===== src/rtl/clk_monitor.sv =====
// clk_monitor: measures an asynchronous clock or strobe in the clk domain.
// Free-running statistics (edge count, last period, last high time), an
// armed N-period window measurement and a stall timeout while a window
// measurement is in progress.
module clk_monitor #(
   parameter int COUNT_BITS  = 32,
   parameter int SYNC_STAGES = 2
) (
   input  logic                  clk,
   input  logic                  reset,
   input  logic                  mon_in,
   input  logic                  clear,
   input  logic                  start,
   input  logic [COUNT_BITS-1:0] target,
   input  logic [COUNT_BITS-1:0] timeout,
   output logic [COUNT_BITS-1:0] edge_count,
   output logic [COUNT_BITS-1:0] period,
   output logic [COUNT_BITS-1:0] high_time,
   output logic [COUNT_BITS-1:0] elapsed,
   output logic                  busy,
   output logic                  done,
   output logic                  stalled
);

   typedef enum logic [1:0] {
      ST_IDLE    = 2'd0,
      ST_ARMED   = 2'd1,
      ST_MEASURE = 2'd2,
      ST_DONE    = 2'd3
   } state_t;

   localparam logic [COUNT_BITS-1:0] ONE = {{(COUNT_BITS-1){1'b0}}, 1'b1};

   // Counters stick at all-ones instead of wrapping.
   function automatic logic [COUNT_BITS-1:0] sat_inc(input logic [COUNT_BITS-1:0] v);
      return (&v) ? v : (v + ONE);
   endfunction

   logic [SYNC_STAGES-1:0] sync_r;
   logic                   prev_r;
   logic                   sync_s;
   logic                   rise_s;
   logic                   fall_s;
   logic [COUNT_BITS-1:0]  since_rise_r;
   logic                   seen_rise_r;
   logic [COUNT_BITS-1:0]  win_r;
   logic [COUNT_BITS-1:0]  idle_r;
   logic [COUNT_BITS-1:0]  target_r;
   logic [COUNT_BITS-1:0]  timeout_r;
   state_t                 state_r;
   state_t                 state_nx_s;
   logic                   arm_s;
   logic                   open_s;
   logic                   stall_s;
   logic                   busy_st_s;
   logic                   timeout_hit_s;

   assign sync_s = sync_r[SYNC_STAGES-1];
   assign rise_s = sync_s & ~prev_r;
   assign fall_s = ~sync_s & prev_r;

   // Synchronizer chain plus one-cycle-delayed copy for edge detection.
   always_ff @(posedge clk or negedge reset) begin
      if (!reset) begin
         sync_r <= '0;
         prev_r <= 1'b0;
      end else begin
         sync_r <= {sync_r[SYNC_STAGES-2:0], mon_in};
         prev_r <= sync_s;
      end
   end

   // Busy decode of the current state.
   always_comb begin
      if ((state_r == ST_ARMED) || (state_r == ST_MEASURE)) begin
         busy_st_s = 1'b1;
      end else begin
         busy_st_s = 1'b0;
      end
   end

   // Stall detection: no rising edge for timeout cycles while busy.
   always_comb begin
      if (busy_st_s && (timeout_r != '0) && !rise_s && (idle_r == (timeout_r - ONE))) begin
         timeout_hit_s = 1'b1;
      end else begin
         timeout_hit_s = 1'b0;
      end
   end

   // Window FSM next-state and control strobes; clear beats timeout beats edges beats start.
   always_comb begin
      state_nx_s = state_r;
      arm_s      = 1'b0;
      open_s     = 1'b0;
      stall_s    = 1'b0;
      if (clear) begin
         state_nx_s = ST_IDLE;
      end else if (timeout_hit_s) begin
         state_nx_s = ST_IDLE;
         stall_s    = 1'b1;
      end else begin
         case (state_r)
            ST_IDLE, ST_DONE: begin
               if (start && (target != '0)) begin
                  state_nx_s = ST_ARMED;
                  arm_s      = 1'b1;
               end else begin
                  state_nx_s = state_r;
               end
            end
            ST_ARMED: begin
               if (rise_s) begin
                  state_nx_s = ST_MEASURE;
                  open_s     = 1'b1;
               end else begin
                  state_nx_s = ST_ARMED;
               end
            end
            ST_MEASURE: begin
               if (rise_s && ((win_r + ONE) == target_r)) begin
                  state_nx_s = ST_DONE;
               end else begin
                  state_nx_s = ST_MEASURE;
               end
            end
            default: begin
               state_nx_s = ST_IDLE;
            end
         endcase
      end
   end

   // FSM state register with registered busy/done flags.
   always_ff @(posedge clk or negedge reset) begin
      if (!reset) begin
         state_r <= ST_IDLE;
         busy    <= 1'b0;
         done    <= 1'b0;
      end else begin
         state_r <= state_nx_s;
         busy    <= (state_nx_s == ST_ARMED) || (state_nx_s == ST_MEASURE);
         done    <= (state_nx_s == ST_DONE);
      end
   end

   // Free-running edge statistics; clear drops any edge of its own cycle.
   always_ff @(posedge clk or negedge reset) begin
      if (!reset) begin
         since_rise_r <= '0;
         seen_rise_r  <= 1'b0;
         edge_count   <= '0;
         period       <= '0;
         high_time    <= '0;
      end else if (clear) begin
         since_rise_r <= '0;
         seen_rise_r  <= 1'b0;
         edge_count   <= '0;
         period       <= '0;
         high_time    <= '0;
      end else begin
         since_rise_r <= rise_s ? '0 : sat_inc(since_rise_r);
         if (rise_s) begin
            edge_count  <= sat_inc(edge_count);
            seen_rise_r <= 1'b1;
            if (seen_rise_r) begin
               period <= sat_inc(since_rise_r);
            end
         end
         if (fall_s && seen_rise_r) begin
            high_time <= sat_inc(since_rise_r);
         end
      end
   end

   // Window datapath: elapsed, in-window rise count, idle counter, sticky stall.
   always_ff @(posedge clk or negedge reset) begin
      if (!reset) begin
         elapsed   <= '0;
         win_r     <= '0;
         idle_r    <= '0;
         target_r  <= '0;
         timeout_r <= '0;
         stalled   <= 1'b0;
      end else if (clear) begin
         elapsed <= '0;
         win_r   <= '0;
         idle_r  <= '0;
         stalled <= 1'b0;
      end else begin
         if (arm_s) begin
            elapsed   <= '0;
            win_r     <= '0;
            target_r  <= target;
            timeout_r <= timeout;
         end else if (open_s) begin
            elapsed <= '0;
            win_r   <= '0;
         end else if ((state_r == ST_MEASURE) && !stall_s) begin
            elapsed <= sat_inc(elapsed);
            if (rise_s) begin
               win_r <= win_r + ONE;
            end
         end
         if (arm_s) begin
            idle_r <= '0;
         end else if (busy_st_s) begin
            idle_r <= rise_s ? '0 : sat_inc(idle_r);
         end
         if (arm_s) begin
            stalled <= 1'b0;
         end else if (stall_s) begin
            stalled <= 1'b1;
         end
      end
   end

endmodule


===== config.mk =====
export PLATFORM = sky130hd
export DESIGN_NAME = clk_monitor
export DESIGN_NICKNAME = d
export VERILOG_FILES = /design/src/rtl/clk_monitor.sv
export SDC_FILE = /design/constraint.sdc
export NUM_CORES = 1
export LEC_CHECK = 0
export ABC_AREA = 1
export BUFFER_PORTS_ARGS = -buffer_cell sky130_fd_sc_hd__buf_2
export CORE_UTILIZATION = 60
export CTS_CLUSTER_DIAMETER = 100
export DETAILED_ROUTE_END_ITERATION = 10
export PLACE_DENSITY = 0.85
export SLEW_MARGIN = 10
export SYNTH_ARGS = -nofsm -noshare
export SYNTH_HDL_FRONTEND = slang
export SYNTH_SLANG_ARGS = --single-unit

===== constraint.sdc =====
create_clock -name clk -period 3.2 [get_ports clk]
set_input_delay 0.48 -clock clk [delete_from_list [all_inputs] [get_ports clk]]
set_output_delay 0.48 -clock clk [all_outputs]
set_load 0.02 [all_outputs]

# Word level (Yosys, flattened, before mapping)

Cells that the tools add are included.

Magnitude comparators: 0
Reductions and logical operators: 32
Shifts and indexed selects: 0
Bitwise logic cells: 5
Mux-type cells: 49
$add $sub $neg: 6
Div/mod/pow operators: 0
Equal/unequal tests: 11
Multiply operators: 0

Operator list:

| kind                    | count |
|---|---|
| $mux W32                | 26 |
| $add A32 B1 Y32 const B | 5 |
| $reduce_and A32 Y1      | 4 |
| $eq A32 B32 Y1          | 2 |
| $reduce_bool A32 Y1     | 2 |
| $sub A32 B1 Y32 const B | 1 |
| $mux W1                 | 18 |
| $reduce_and A2 Y1       | 6 |
| $eq A2 B2 Y1 const B    | 4 |
| $mux W2                 | 4 |
| $ne A4 B4 Y1 const B    | 2 |
| $reduce_bool A4 Y1      | 2 |
| $logic_and A1 B1 Y1     | 7 |
| $pmux W2 S3             | 1 |
| $reduce_bool A2 Y1      | 3 |
| $reduce_bool A3 Y1      | 2 |
| $eq A2 B1 Y1 const B    | 2 |
| $not A1 Y1              | 3 |
| $and A1 B1 Y1           | 2 |
| $logic_not A1 Y1        | 2 |
| $logic_not A2 Y1        | 1 |
| $logic_or A1 B1 Y1      | 2 |
| $ne A2 B2 Y1 const B    | 1 |
| $reduce_or A2 Y1        | 1 |

Bits in read-only memories: 0
Flip-flop bits (word level): 297
RAM bits: 0
Output and inout bits: 131
Memories kept: 0
Input port bits: 69
Bits in latches: 0
Word-level logic and storage cells: 119

# Longest topological paths before layout

Gate-level depths: netlist of run 1.

Depth after elaboration: 15
Depth in mapped cells: 21
Mapped depth without buffers: 20

# Least setup slack after synthesis of run 1

No wires, ideal clock.

Path type: reg2reg
Start: register elapsed[1]
End: register elapsed[18]
Setup time: 0.118 ns
Path buffers: 1
Arrival time: 2.256 ns
Path slack: 0.826 ns
Data required time: 3.082 ns
Stages on the path, launching flop included: 14
Period minus slack after synthesis: 2.374 ns
Cells stage by stage: dfrtp_1 ha_1 nand4_1 nor2_1 nand4_2 nor2_1 nand2_1 nor2_1 nand4_1 nor3_1 nand3_1 buf_1 nand3_1 nand2_1

Longest elaborated chain between the ends: 6
Elaborated cells between the ends (all ways): 9
Classes of those cells: 1 x add/sub; 1 x eq/ne; 5 x mux; 2 x reduce/logical

Ends and longest elaborated chain:

| element                  | RTL line | RTL |
|---|---|---|
| start: declaration       | 19       | `output logic [COUNT_BITS-1:0] elapsed,` |
| start signal: assignment | 200      | `elapsed <= sat_inc(elapsed);` |
| $add A32 B1 Y32          | 36       | `return (&v) ? v : (v + ONE);` |
| $mux W32                 | 36       |  |
| $mux W32                 | 199      | `end else if ((state_r == ST_MEASURE) && !stall_s) begin` |
| $mux W32                 | 196      | `end else if (open_s) begin` |
| $mux W32                 | 191      | `if (arm_s) begin` |
| $mux W32                 | 185      | `end else if (clear) begin` |

Several ways; a longest one is shown, not always the timed one. The select of a mux whose other input is x is not followed.
A chain may end at the register's enable or synchronous reset.

# Worst setup path in the final report of run 1

Start: register win_r[0]
End: register busy

Longest elaborated chain between the ends: 9
Elaborated cells between the ends (all ways): 10
Classes of those cells: 1 x add/sub; 3 x eq/ne; 4 x mux; 2 x reduce/logical

Ends and longest elaborated chain:

| element                                      | RTL line | RTL |
|---|---|---|
| start: declaration                           | 46       | `logic [COUNT_BITS-1:0] win_r;` |
| start signal: assignment                     | 202      | `win_r <= win_r + ONE;` |
| $add A32 B1 Y32 (*)                          | 121      | `if (rise_s && ((win_r + ONE) == target_r)) begin` |
| $eq A32 B32 Y1 (*)                           | 121      |  |
| $logic_and A1 B1 Y1 (*)                      | 121      |  |
| $mux W1 (*)                                  | 121      |  |
| $pmux W2 S3 (*)                              | 103      | `case (state_r)` |
| $mux W2 (*)                                  | 99       | `end else if (timeout_hit_s) begin` |
| $mux W2 (*)                                  | 97       | `if (clear) begin` |
| net state_nx_s[0]                            | 51       | `state_t state_nx_s;` |
| $eq A2 B1 Y1 or $eq A2 B2 Y1 (tied branches) | 142      | `busy <= (state_nx_s == ST_ARMED) \|\| (state_nx_s == ST_MEASURE);` |
| $logic_or A1 B1 Y1 (*)                       | 142      |  |
| end signal: assignment                       | 142      |  |
| end: declaration                             | 20       | `output logic busy,` |

Mark *: on every way through the listed nets, which the timed path passes. The rest lies on a longest branch.

==> results of run 1 <==
routing by layer:
metal,global-route usage (%),wire length (um),up-vias
met2,55.3,23500,642
li1,-,-,8371
met1,48.8,22700,8243
met3,4.98,3350,123
met4,12.5,1880,0
met5,0,0,-
registers in the layout, summed over array words and instances (netlist names):
name          cells
period           32
sync_r            2
prev_r            1
edge_count       32
idle_r           32
busy              1
seen_rise_r       1
high_time        32
state_r           2
stalled           1
timeout_r        32
since_rise_r     32
target_r         32
win_r            32
elapsed          32
done              1
power by group:
part / switching (mW) / internal (mW) / total (mW)
combinational: 0.971 / 0.477 / 1.45
clock: 1.61 / 2.02 / 3.63
sequential: 0.207 / 3.96 / 4.17
cells in the final DEF (no fill, tap or decap), types with 4 or more instances in the layout:
master,n
nor2_4,5
buf_2,198
clkinv_2,5
xnor2_1,32
nand3_1,201
nor4_1,25
nand3b_1,14
o31ai_1,8
xor2_1,64
xnor3_1,9
a21oi_1,24
nor3_1,85
nor3_2,4
inv_2,7
clkbuf_1,5
inv_1,245
or2_2,14
nor2_2,11
o211ai_1,8
buf_4,26
dfrtp_1,296
ha_1,10
o21ai_0,156
nand2_1,841
and3_1,5
nand2_2,5
buf_12,7
clkinvlp_4,4
clkbuf_16,31
o21ai_1,11
inv_6,4
nor2_1,267
nand4_1,46
cell type report:
cell class	instances	share of cell area [%]
antenna	1	0.0124
clock buffer	38	4.08
clock inverter	19	0.988
inverter	253	4.72
multi-input combinational	1867	44.1
sequential	297	36.9
tap	384	2.39
timing repair buffer	234	6.76
cell families (layout without fill, tap and decap cells):
group                    count (synthesis)  in the layout  share of synthesized area [%]
buffers and inverters                  333            544                           7.64
other                                    0              1                              0
flip-flops                             297            297                           42.2
XOR/XNOR                               105            105                           5.92
AND/OR/NAND/NOR                       1528           1528                           36.7
AO/OA/AOI/OAI                          224            224                           6.86
adder cells (fa/ha/maj)                 10             10                          0.710
how the worst min path moves through the flow:
stage | start | slack, ps | cells past startpoint | to
floorplan | reset | 180 | 0 | busy
global placement | sync_r[0] | 330 | 0 | sync_r[1]
detailed placement | sync_r[0] | 350 | 0 | sync_r[1]
CTS | timeout[25] | 90 | 3 | timeout_r[25]
global route | timeout[25] | 110 | 3 | timeout_r[25]
finish | timeout[25] | 100 | 3 | timeout_r[25]
timing repair:
item	4_1_cts	5_1_grt
resized for setup	0	8
hold endpoints to repair	80	0
setup endpoints to repair	0	69
hold buffers	2	0
worst max-delay path: cells and delay by family, from the launching register on:
family / cells / cell delay, ps
flops: 1 / 440
fa+ha+maj: 2 / 470
simple gates: 10 / 1510
compound gates: 2 / 470
per-stage QoR:
step,hold slack (ps),utilization (%),power (mW)
2_1_floorplan,184,-,5.13
3_3_place_gp,334,66.3,5.61
3_5_place_dp,354,66.3,5.65
4_1_cts,87.2,69.9,9.28
5_1_grt,108,69.9,9.63
6_report,99.0,70.0,9.25
==> results.py, run 1 <==
metrics = {
    "worst_setup_path": {
        "cp_common_cell": "nand3_1",
        "cp-start-kind": "flip-flop",
        "worstPathCellList": "ha_1 -> nand3_1 -> nor2_2 -> nand3_1 -> o21ai_1 -> nand3_1 -> nand2_1 -> nand3_1 -> nor2_1 -> nand3_1 -> nor2_1 -> nand3_1 -> a21oi_1 -> ha_1",
        "endpoint": "busy",
        "r2r-start": "win_r[0]",
        "rr_endpoint": "busy",
        "r2r_cells": 14,
        "crit_type": "reg2reg",
        "max_stage_delay_ps": 440,
        "path_max_fanout": 8,
        "cp-startpoint": "win_r[0]",
        "slowest_stage": "dfrtp_2",
        "reg2reg_slack_ps": 180,
        "cp.arrival_ps": 3480,
        "required_ps": 3660,
        "end_kind": "flip-flop",
    },
    "cells_and_area": {
        "regArea_um2": 7430,
        "layoutNonFillerInstCount": 3093,
        "drive_above_1_share_pct": 12.3,
        "syn_to_final_growth_pct": 14.2,
        "multi_input_area_um2": 8880,
        "fill_cells": 2458,
        "nets": 2763,
        "stdcell_area_um2": 20100,
    },
    "sta": {
        "clock_skew_ps": 20.0,
        "fmax_ghz": 0.331,
        "finalSetupViolCount": 0,
        "max-slew-margin-rel_pct": 54.1,
        "rsz0062_at_grt": "false",
        "min_period_ps": 3020,
        "min_period_over_period_pct": 94.4,
        "finalHoldViolCount": 0,
        "slew_viol_final": 0,
        "worstMarginPinSlew_ps": 688,
        "finalWorstSetupSlack_ps": 181,
        "finalSetupTns_ps": 0,
    },
    "clocking": {
        "clockBufferDepth": 3,
        "cts_tree": "yes",
        "cts_sinks": 297,
        "cts_root_buf": "clkbuf_16",
        "cts_setup_buffers": 0,
        "clk_latency_ps": 590,
        "htreeDepth": 1,
        "cts_buffers": 31,
        "path_clk_slew_ps": 70,
    },
    "yosys": {
        "yosysWarnings": 0,
        "synthTopCellsByCount": "nand2_1 (841), dfrtp_1 (297), nor2_1 (271)",
        "synthFlopType": "dfrtp_1",
        "syn_inst": 2497,
        "synth_top_area_share_pct": 42.2,
        "yosysSeqAreaShare_pct": 42.2,
        "synth_nets": 2576,
        "yosysMostFrequentCell": "nand2_1",
        "yosysTopAreaCell": "dfrtp_1",
        "syn_area_um2": 17600,
        "ys_ff_latch": 297,
        "synth.area.top_cells": "dfrtp_1 (42%), nand2_1 (18%), nor2_1 (5.8%)",
        "synth_cell_types": 44,
        "synth_edf_count": 0,
        "synth.avg_cell_area_um2": 7.06,
        "synthArstFlopShare_pct": 100,
    },
    "routing": {
        "drt-initial-drc-count": 1444,
        "wl_per_cell_um": 16.6,
        "vias_per_cell": 5.62,
        "drt-pass1-iter-count": 6,
        "drtAntennaViolNets": 0,
        "drc": 0,
        "vias": 17400,
        "routed_wl_um": 51400,
    },
    "pwr": {
        "peakVddDrop_uv": 440,
        "p_per_area_nw_per_um2": 459,
        "p_leak_nw": 10.0,
    },
    "die": {
        "start_util_pct": 61.2,
        "core_um2": 28800,
        "ios": 200,
        "fp-row-count": 62,
        "fp.dieArea_um2": 30100,
        "die_h_um": 173,
        "die_w_um": 173,
    },
    "status": {
        "outcome": "complete, no violations",
    },
    "placed_design": {
        "dp_slack_ps": 49.8,
        "place_hpwl_um": 38300,
        "numPortBuffers": 199,
        "dp_cells": 3033,
        "place.gp.congestion": 1.01,
        "place_area_um2": 19100,
    },
    "global_route": {
        "grt_max_degree": 86,
        "antenna_found_initial": 0,
        "first_global_vias": 16800,
        "grt_overflow_total": 0,
        "grt_use_total_pct": 34.8,
        "grt_pass1_wl_um": 85300,
    },
    "run": {
        "drv_cap": 0,
    },
    "hold_path": {
        "min_path_type": "in2reg",
    },
}
Note: power is estimated with default switching activity, not from simulation.
==> inputs of run 2 (changes only) <==
Settings changed: CORE_MARGIN set to 2.
==> run 2 against run 1 <==
Critical path depth fell by 2. Clock-buffer cell count rose by 6. Core utilization increased by 0.91 points. Hold slack got worse by 24 ps. Clock skew shrank 6.7 ps. Cell area is 1.3% higher. Wire length up 1.1%. Sequential power is essentially flat. Worst setup slack better by 26 ps. Die area rose by 2.3%. Critical endpoint unchanged.
==> results.py, run 2 (synthesis results as in run 1) <==
metrics = {
    "routing": {
        "drt-initial-drc-count": 1799,
        "drc": 0,
        "wl_per_cell_um": 16.8,
        "m1WireLength_um": 23200,
        "drt-pass1-iter-count": 5,
        "route.met2.wl_um": 23800,
        "vias_per_cell": 5.61,
        "vias": 17400,
        "met3_length_um": 3410,
        "routed_wl_um": 51900,
        "drtAntennaViolNets": 0,
        "top_layer": "met4",
    },
    "global_route": {
        "grt_use_total_pct": 34.0,
        "antenna_found_initial": 1,
        "grt_max_degree": 74,
        "grt_overflow_total": 0,
        "grt_pass1_wl_um": 85000,
        "first_global_vias": 16700,
    },
    "sta": {
        "finalHoldViolCount": 0,
        "rsz0062_at_grt": "false",
        "fmax_ghz": 0.334,
        "min_period_ps": 2990,
        "max-slew-margin-rel_pct": 59.3,
        "finalSetupViolCount": 0,
        "slew_viol_final": 0,
        "clock_skew_ps": 13.3,
        "finalSetupTns_ps": 0,
        "worstMarginPinSlew_ps": 610,
        "finalWorstSetupSlack_ps": 207,
        "min_period_over_period_pct": 93.5,
    },
    "clocking": {
        "cts_tree": "yes",
        "cts_buffers": 34,
        "path_clk_slew_ps": 60,
        "cts_root_buf": "clkbuf_16",
        "clockBufferDepth": 3,
        "clk_latency_ps": 520,
        "cts_setup_buffers": 0,
        "htreeDepth": 2,
        "cts_sinks": 297,
    },
    "die": {
        "die_h_um": 175,
        "fp.dieArea_um2": 30800,
        "die_w_um": 175,
        "core_um2": 28800,
        "start_util_pct": 61.2,
        "fp-row-count": 62,
        "ios": 200,
    },
    "cells_and_area": {
        "fill_cells": 2428,
        "mostFrequentLayoutCell": "nand2_1",
        "drive_above_1_share_pct": 12.5,
        "nets": 2769,
        "n_antenna_cell": 0,
        "layoutNonFillerInstCount": 3099,
        "stdcell_area_um2": 20400,
        "syn_to_final_growth_pct": 15.7,
        "final_cell_mix": "nand2_1 (841), dfrtp_1 (296), nor2_1 (270)",
    },
    "placed_design": {
        "dp_slack_ps": 167,
        "numPortBuffers": 199,
        "place.gp.congestion": 0.993,
        "dp_cells": 3037,
        "place_hpwl_um": 38100,
        "place_area_um2": 19100,
    },
    "worst_setup_path": {
        "required_ps": 3590,
        "cp.arrival_ps": 3390,
        "path_max_fanout": 8,
        "cp-start-kind": "flip-flop",
        "end_kind": "flip-flop",
        "r2r_cells": 12,
        "crit_type": "reg2reg",
    },
    "pwr": {
        "switching_power_mw": 2.81,
        "p_total_mw": 10.0,
        "power.share.switching_pct": 27.9,
        "power_frac_comb_pct": 14.4,
        "p_leak_nw": 10.2,
        "seqPwrFrac_pct": 41.6,
        "p_per_area_nw_per_um2": 493,
        "p_clk_share_pct": 44.0,
        "peakVddDrop_uv": 368,
        "intPower_mw": 7.24,
    },
    "status": {
        "outcome": "complete, no violations",
    },
    "hold_path": {
        "whs_path_depth": 1,
        "min_path_type": "in2reg",
    },
    "run": {
        "drv_cap": 0,
    },
}
[run 2: cell types whose count changed in the layout (fill, tap and decap cells not counted), moves of 2 or more]
cell        before  now
buf_4           26   30
bufinv_16        2    8
clkbuf_1         5    3
clkbuf_16       31   35
clkbuf_8         2    6
clkinv_2         5    3
clkinvlp_4       4    2
inv_6            4    1
nor2_1         267  270
nor2_2          11    8
[run 2: worst max-delay path, stage by stage (launching register included)]
cell,delay [ps]
dfrtp_2,450
ha_1,220
nand3_1,160
nor2_1,260
nand2_1,170
nor2_1,170
xor2_1,270
xor2_1,210
nand4_1,190
nor2_1,150
nand3_1,140
a21oi_1,210
ha_1,260
[run 2: final timing paths]
path	startpoint	to	slack, ps
worst max-delay path	win_r[0]	busy	210
worst min-delay path	mon_in	sync_r[0]	80
worst max register to register	win_r[0]	busy	210
worst min register to register	sync_r[1]	prev_r	390
max in group asynchronous	reset	elapsed[29]	1810
min in group asynchronous	reset	edge_count[1]	540
[run 2: layer usage]
layer	track usage, %	up-vias
li1	-	8391
met1	48.2	8227
met2	54.5	668
met3	4.37	110
met4	11.0	0
met5	0	-
[run 2: stage by stage]
stage	util, %	hold WS (ps)
after global placement	66.4	362
after CTS	70.8	62.6
final	70.9	75.3
after floorplan	-	184
after detailed placement	66.4	374
after global routing	70.9	63.1
[run 2: power groups by stage]
stage          combinational, mW  clock [mW]  sequential, mW
2_1_floorplan              0.941           0            4.18
3_3_place_gp                1.38           0            4.23
3_5_place_dp                1.41           0            4.23
4_1_cts                     1.43        4.46            4.17
5_1_grt                     1.62        4.62            4.20
6_report                    1.44        4.42            4.18
[run 2: what timing repair did]
action	in CTS	in global routing
endpoints found under the hold margin	68	0
hold buffers	1	0
gates resized for setup	0	3
endpoints found under the setup margin	0	36
[run 2: area by class of cell]
type	count	area, um^2	area share, %
repair buffers	237	1380	6.77
well taps	384	480	2.36
inverters	253	950	4.66
flip-flops and latches	297	7430	36.5
clock buffers	44	970	4.75
multi-input cells	1867	8870	43.5
clock inverters	17	308	1.51
